File: config.mk
export PLATFORM = sky130hd
export DESIGN_NAME = immediate_encoder
export DESIGN_NICKNAME = d
export VERILOG_FILES = /design/src/rtl/immediate_encoder_pkg.sv /design/src/rtl/imm_format_mux.sv /design/src/rtl/immediate_encoder.sv
export SDC_FILE = /design/constraint.sdc
export NUM_CORES = 1
export LEC_CHECK = 0
export ABC_AREA = 0
export BUFFER_PORTS_ARGS = -buffer_cell sky130_fd_sc_hd__buf_2
export CAP_MARGIN = 20
export CORE_MARGIN = 2
export CORE_UTILIZATION = 39
export CTS_CLUSTER_SIZE = 40
export DETAILED_ROUTE_END_ITERATION = 12
export PLACE_DENSITY_LB_ADDON = 0.05
export REMOVE_ABC_BUFFERS = 1
export SLEW_MARGIN = 10
export SYNTH_ARGS = -nofsm -noshare
export SYNTH_HDL_FRONTEND = slang
export SYNTH_SLANG_ARGS = --single-unit
File: constraint.sdc
create_clock -name CLK -period 1.19 [get_ports CLK]
set_clock_uncertainty 0.15 [all_clocks]
set_input_delay 0 -clock CLK [delete_from_list [all_inputs] [get_ports CLK]]
set_output_delay 0 -clock CLK [all_outputs]
set_load 0.005 [all_outputs]
File: src/rtl/immediate_encoder_pkg.sv
// Shared CPU definitions: immediate-format select codes used by the control
// unit and the immediate encoder.
package immediate_encoder_pkg;

    localparam int XLEN = 32;

    typedef enum logic [2:0] {
        IMM_I     = 3'b000,
        IMM_S     = 3'b001,
        IMM_B     = 3'b010,
        IMM_U     = 3'b011,
        IMM_J     = 3'b100,
        IMM_SHAMT = 3'b101
    } imm_sel_e;

endpackage

File: src/rtl/imm_format_mux.sv
// Combinational RV32 immediate decode: selects and sign/zero-extends the
// immediate field of an instruction word according to the format select.
module imm_format_mux
    import immediate_encoder_pkg::*;
(
    input  logic [31:7]     inst,
    input  logic [2:0]      imm_sel,
    output logic [XLEN-1:0] imm,
    output logic            sel_err
);

    always_comb begin
        imm     = '0;
        sel_err = 1'b0;
        // Reserved codes and any X/Z on the select fall through to default.
        case (imm_sel)
            IMM_I:     imm = {{20{inst[31]}}, inst[31:20]};
            IMM_S:     imm = {{20{inst[31]}}, inst[31:25], inst[11:7]};
            IMM_B:     imm = {{19{inst[31]}}, inst[31], inst[7], inst[30:25], inst[11:8], 1'b0};
            IMM_U:     imm = {inst[31:12], 12'b0};
            IMM_J:     imm = {{11{inst[31]}}, inst[31], inst[19:12], inst[20], inst[30:21], 1'b0};
            IMM_SHAMT: imm = {27'b0, inst[24:20]};
            default: begin
                imm     = '0;
                sel_err = 1'b1;
            end
        endcase
    end

endmodule

File: src/rtl/immediate_encoder.sv
// Immediate encoder: combinational immediate decode plus a registered copy
// of the decoded immediate for the next pipeline stage.
module immediate_encoder
    import immediate_encoder_pkg::*;
(
    input  logic            CLK,
    input  logic            RESET,
    input  logic [31:0]     INSTRUCTION,
    input  logic [2:0]      IMM_SEL,
    output logic [XLEN-1:0] IMMEDIATE,
    output logic [XLEN-1:0] IMMEDIATE_REG,
    output logic            SEL_ERR
);

    logic [XLEN-1:0] imm_comb;
    logic [XLEN-1:0] immediate_reg_d;
    logic [XLEN-1:0] immediate_reg_q;
    logic            unused_opcode;

    // The opcode field never contributes to any immediate.
    assign unused_opcode = ^INSTRUCTION[6:0];

    imm_format_mux u_imm_format_mux (
        .inst    (INSTRUCTION[31:7]),
        .imm_sel (IMM_SEL),
        .imm     (imm_comb),
        .sel_err (SEL_ERR)
    );

    always_comb begin
        immediate_reg_d = imm_comb;
    end

    always_ff @(posedge CLK or posedge RESET) begin
        if (RESET) begin
            immediate_reg_q <= '0;
        end else begin
            immediate_reg_q <= immediate_reg_d;
        end
    end

    assign IMMEDIATE     = imm_comb;
    assign IMMEDIATE_REG = immediate_reg_q;

endmodule

======== Word level (Yosys, flattened, before mapping) ========
Cells that the tools add are included.
word-level totals
  flip-flop bits (word level) ............. 32
  output and inout bits ................... 65
cells by class
  equality and inequality tests ........... 5
  mux-type cells .......................... 2
  reductions and logical operators ........ 2
operators with widths
  kind                                                                   count
  32-bit one-hot mux with 6 select lines                                 1
  3-bit by 2-bit equality test with 1-bit output, second input constant  2
  3-bit equality test, second input constant                             2
  6-bit OR reduction                                                     1
  3-bit by 1-bit equality test with 1-bit output, second input constant  1
  3-bit zero test                                                        1
  1-bit 2-to-1 mux                                                       1

======== Logic depth before layout (Yosys ltp) ========
  depth in word-level cells ............... 3
  depth in mapped cells ................... 6

======== Modules after synthesis ========
A second synthesis with hierarchy kept.
second synthesis, totals
  cell total of the unflattened synthesis .. 124
  area, all modules ....................... 1544.0 um^2
by module, submodules not included
  module             times used  cells an instance  area an instance (um^2)
  immediate_encoder  1           33                 804.5
  imm_format_mux     1           91                 739.5

======== Worst setup path after synthesis ========
No wires, ideal clock.
  path kind ............................... input-to-reg
  from .................................... in IMM_SEL[0]
  to ...................................... reg immediate_reg_q[20] (netlist: IMMEDIATE_REG[20])
  setup time .............................. 0.128 ns
  data arrival time ....................... 0.871 ns
  setup slack ............................. 0.041 ns
  stages on the path ...................... 6
  buffers on the path ..................... 3
  cells stage by stage .................... buf_2 > and2_4 > buf_6 > and2_4 > buf_6 > a21o_1
between the ends
  word-level cells in the longest chain between the ends .. 2
  elaborated cells on any way between the ends .. 7
  classes of those cells .................. eq/ne: 5; mux: 1; reduce/logical: 1
ends and longest elaborated chain
  what                                               line                     RTL
  from (decl)                                        immediate_encoder.sv:9   input logic [2:0] IMM_SEL,
  3-bit equality test, or another cell as far along  imm_format_mux.sv:16     case (imm_sel)
  32-bit one-hot mux with 6 select lines (*)         imm_format_mux.sv:16
  via IMMEDIATE[20]                                  immediate_encoder.sv:10  output logic [XLEN-1:0] IMMEDIATE,
  to (signal assigned)                               immediate_encoder.sv:38  immediate_reg_q <= immediate_reg_d;
  to (decl)                                          immediate_encoder.sv:17  logic [XLEN-1:0] immediate_reg_q;
Mark *: on every way through the listed nets, which the timed path passes. The rest lies on a longest branch.

======== Worst setup path in the final report ========
  from .................................... in IMM_SEL[2]
  to ...................................... reg immediate_reg_q[31] (netlist: IMMEDIATE_REG[31])
between the ends
  word-level cells in the longest chain between the ends .. 2
  elaborated cells on any way between the ends .. 7
  classes of those cells .................. eq/ne: 5; mux: 1; reduce/logical: 1
ends and longest elaborated chain
  what                                               line
  3-bit equality test, or another cell as far along  imm_format_mux.sv:16
  32-bit one-hot mux with 6 select lines (*)         imm_format_mux.sv:16
Mark *: on every way between the ends. The rest lies on a longest branch, timed or not.

==> out/qor.txt <==
Synth Warn # -> 0
Internal power -> 1.906 mW
Hold path startpoint -> INSTRUCTION[22]
Worst Tran Pin Value -> 400.2 ps
Mapped Cells -> 118
DR DRC count -> 0
Critical path type -> primary input to flop
Register area share after synthesis -> 59.76%
Core area -> 3311 µm²
Dpl hpwl -> 2719 µm
FP Rows -> 21
Synth area leaders -> dfrtp_1 (60%), a21oi_1 (7.1%), a21o_1 (5.6%), nor2b_1 (5.6%), o22ai_1 (3.7%)
Final WL -> 3917 µm
Number of global-route vias before repair -> 1391
Die W -> 62.62 µm
Leak -> 1.256 nW
Hold Path Class -> primary input to flop
IO buf count -> 94
Wire length per cell -> 13.84 µm
Nets -> 273
Post-synth top cells -> dfrtp_1 (32), a21oi_1 (19), nor2b_1 (12)
CTS max path bufs -> 2
Synth Register Bits -> 32
Violated checks -> negative hold slack
Ys async rst share -> 100.0%
Fin. Hold Viols -> 14
CP Launch Point -> IMM_SEL[2]
First-pass GRT wire length -> 6444 µm
Max-slew headroom -> 73.32%
Clock root cell -> clkbuf_4
CTS Hold Buffers Added -> 18
Clock Sinks -> 32
P_sw -> 666.9 µW
CTS clk-pin slew, worst paths -> 100 ps
Yosys top cell by area -> dfrtp_1
Req. time, crit path -> 1260 ps
Comb pwr share -> 22.3%
Initial antenna violation count -> 0
Ratio of cells with drive above 1 in the final layout -> 51.48%
Maximum VDD drop -> 0.6159 mV
Gr ovfl total -> 0
Number of synthesized flops with an enable pin -> 0
TritonRoute pass-1 iters -> 4
Hold Path Cell Cnt -> 2
Critical Path Source Type -> primary input
CTS tree -> built
Total CTS buffers -> 5
Clk network pwr share -> 31.5%
Total power -> 2.572 mW
Antenna cells -> 0
Ports -> 102
Post-route minimum period -> 1121 ps
Antenna Violating Nets Remaining -> 0
Post-Syn Area -> 1340 µm²
Maximum fanout along the worst path -> 6
H-Tree Level Count -> 2
Synth-to-layout area growth -> 61.90%
Count leader, synth -> dfrtp_1
Pwr/cell area -> 1186 nW/µm²
Die ar. -> 3921 µm²
DIE HEIGHT -> 62.62 µm
RSZ-0062 raised after global routing -> no
Largest net degree at the start of global routing -> 33
GRT Util Overall -> 20.87%
Synth cell types -> 24
Seq pwr share -> 46.3%
Detailed router's first-iteration violation count -> 64
Vias per cell -> 4.813
Crit share post-route -> 94.16%
Critical Path AT -> 1190 ps
Setup_tns -> 0 ps
Max-slew violation count -> 0
Largest register FFs -> 32
Hold Worst Slack -> -209.0 ps
Fmax -> 0.8924 GHz
Top cell type's share of synthesized area -> 59.76%
Max-cap violations -> 0
Initial Util -> 40.48%
Crit path capture type -> flop
Outcome -> finished with violations
Synth Flop Type -> dfrtp_1
Post-Place Setup Slack -> 8.477 ps
Switching share of power -> 25.92%
Vias -> 1362
RD Place Congestion -> 0.7698
Setup violations, final -> 0
Synthesized area per cell -> 11.36 µm²
Final worst slack -> 69.44 ps
-- metal layers --
layer / part of all wire [%] / vias to the layer above / wire (µm) / track usage, %
met5: 0 / - / 0 / 0
met4: 1.8 / 0 / 70 / 8.333
met2: 51 / 61 / 1995 / 34.27
li1: - / 652 / - / -
met3: 6.6 / 8 / 260 / 5.766
met1: 41 / 641 / 1590 / 26.13
-- cells by family after synthesis --
kind of cell / count (synthesis) / synth area share (%)
fa+ha+maj: 1 / 0.8403
flops: 32 / 59.76
simple gates: 24 / 11.30
compound gates: 48 / 21.76
buf+inv: 12 / 5.602
mux: 1 / 0.7470
-- power groups by stage --
stage                     combinational (mW)  sequential (mW)  clock [mW]
after floorplan                        0.187             1.23           0
final                                  0.572             1.19       0.809
after global placement                 0.495             1.21           0
after detailed placement               0.506             1.21           0
after CTS                              0.553             1.19       0.827
after global routing                   0.631             1.20       0.887
-- path summary, 6_finish.rpt --
| path | end | slack [ps] |
|---|---|---|
| setup / recovery | IMMEDIATE_REG[31]$_DFF_PP0_ | 70 |
| max in group asynchronous | IMMEDIATE_REG[30]$_DFF_PP0_ | 470 |
| hold / removal | IMMEDIATE_REG[22]$_DFF_PP0_ | -210 |
| min in group asynchronous | IMMEDIATE_REG[16]$_DFF_PP0_ | 140 |
-- worst max-delay path, stage by stage --
cell and delay (ps):
buf_2 110, buf_4 140, inv_2 60, buf_4 140, o21a_1 180, dlygate4sd3_1 540
-- final cells by class --
class | count | area [µm²]
inverter | 2 | 7.507
timing repair buffer | 120 | 728.2
multi-input combinational | 75 | 499.2
sequential | 32 | 800.8
tap | 46 | 57.56
clock inverter | 2 | 35.03
clock buffer | 6 | 41.29
fill | 286 | 1141
-- placed cells by master, fill, tap and decap left out, types with 3 or more instances in the layout --
cell type       count
a21o_1             10
a21oi_1            17
buf_2              91
buf_4              11
clkbuf_4            5
dfrtp_1            32
dlygate4sd3_1      14
dlymetal6s4s_1      4
nand2_1             4
nor2b_1            12
o211ai_1            3
o21ai_0             4
o22ai_1             6
-- timing repair --
action / in CTS / in global routing
hold endpoints to repair: 64 / 13
buffers inserted: 0 / 2
endpoints found under the setup margin: 0 / 17
resized for setup: 0 / 12
-- through the flow --
stage / std cells / utilization (%) / area (µm²)
finish: 283 / 65.53 / 2170
CTS: 283 / 64.17 / 2125
detailed placement: 257 / 56.42 / 1868
floorplan: 108 / - / 1272
global route: 283 / 65.53 / 2170
global placement: 257 / 56.42 / 1868
Power figures use the tool's default switching activity.
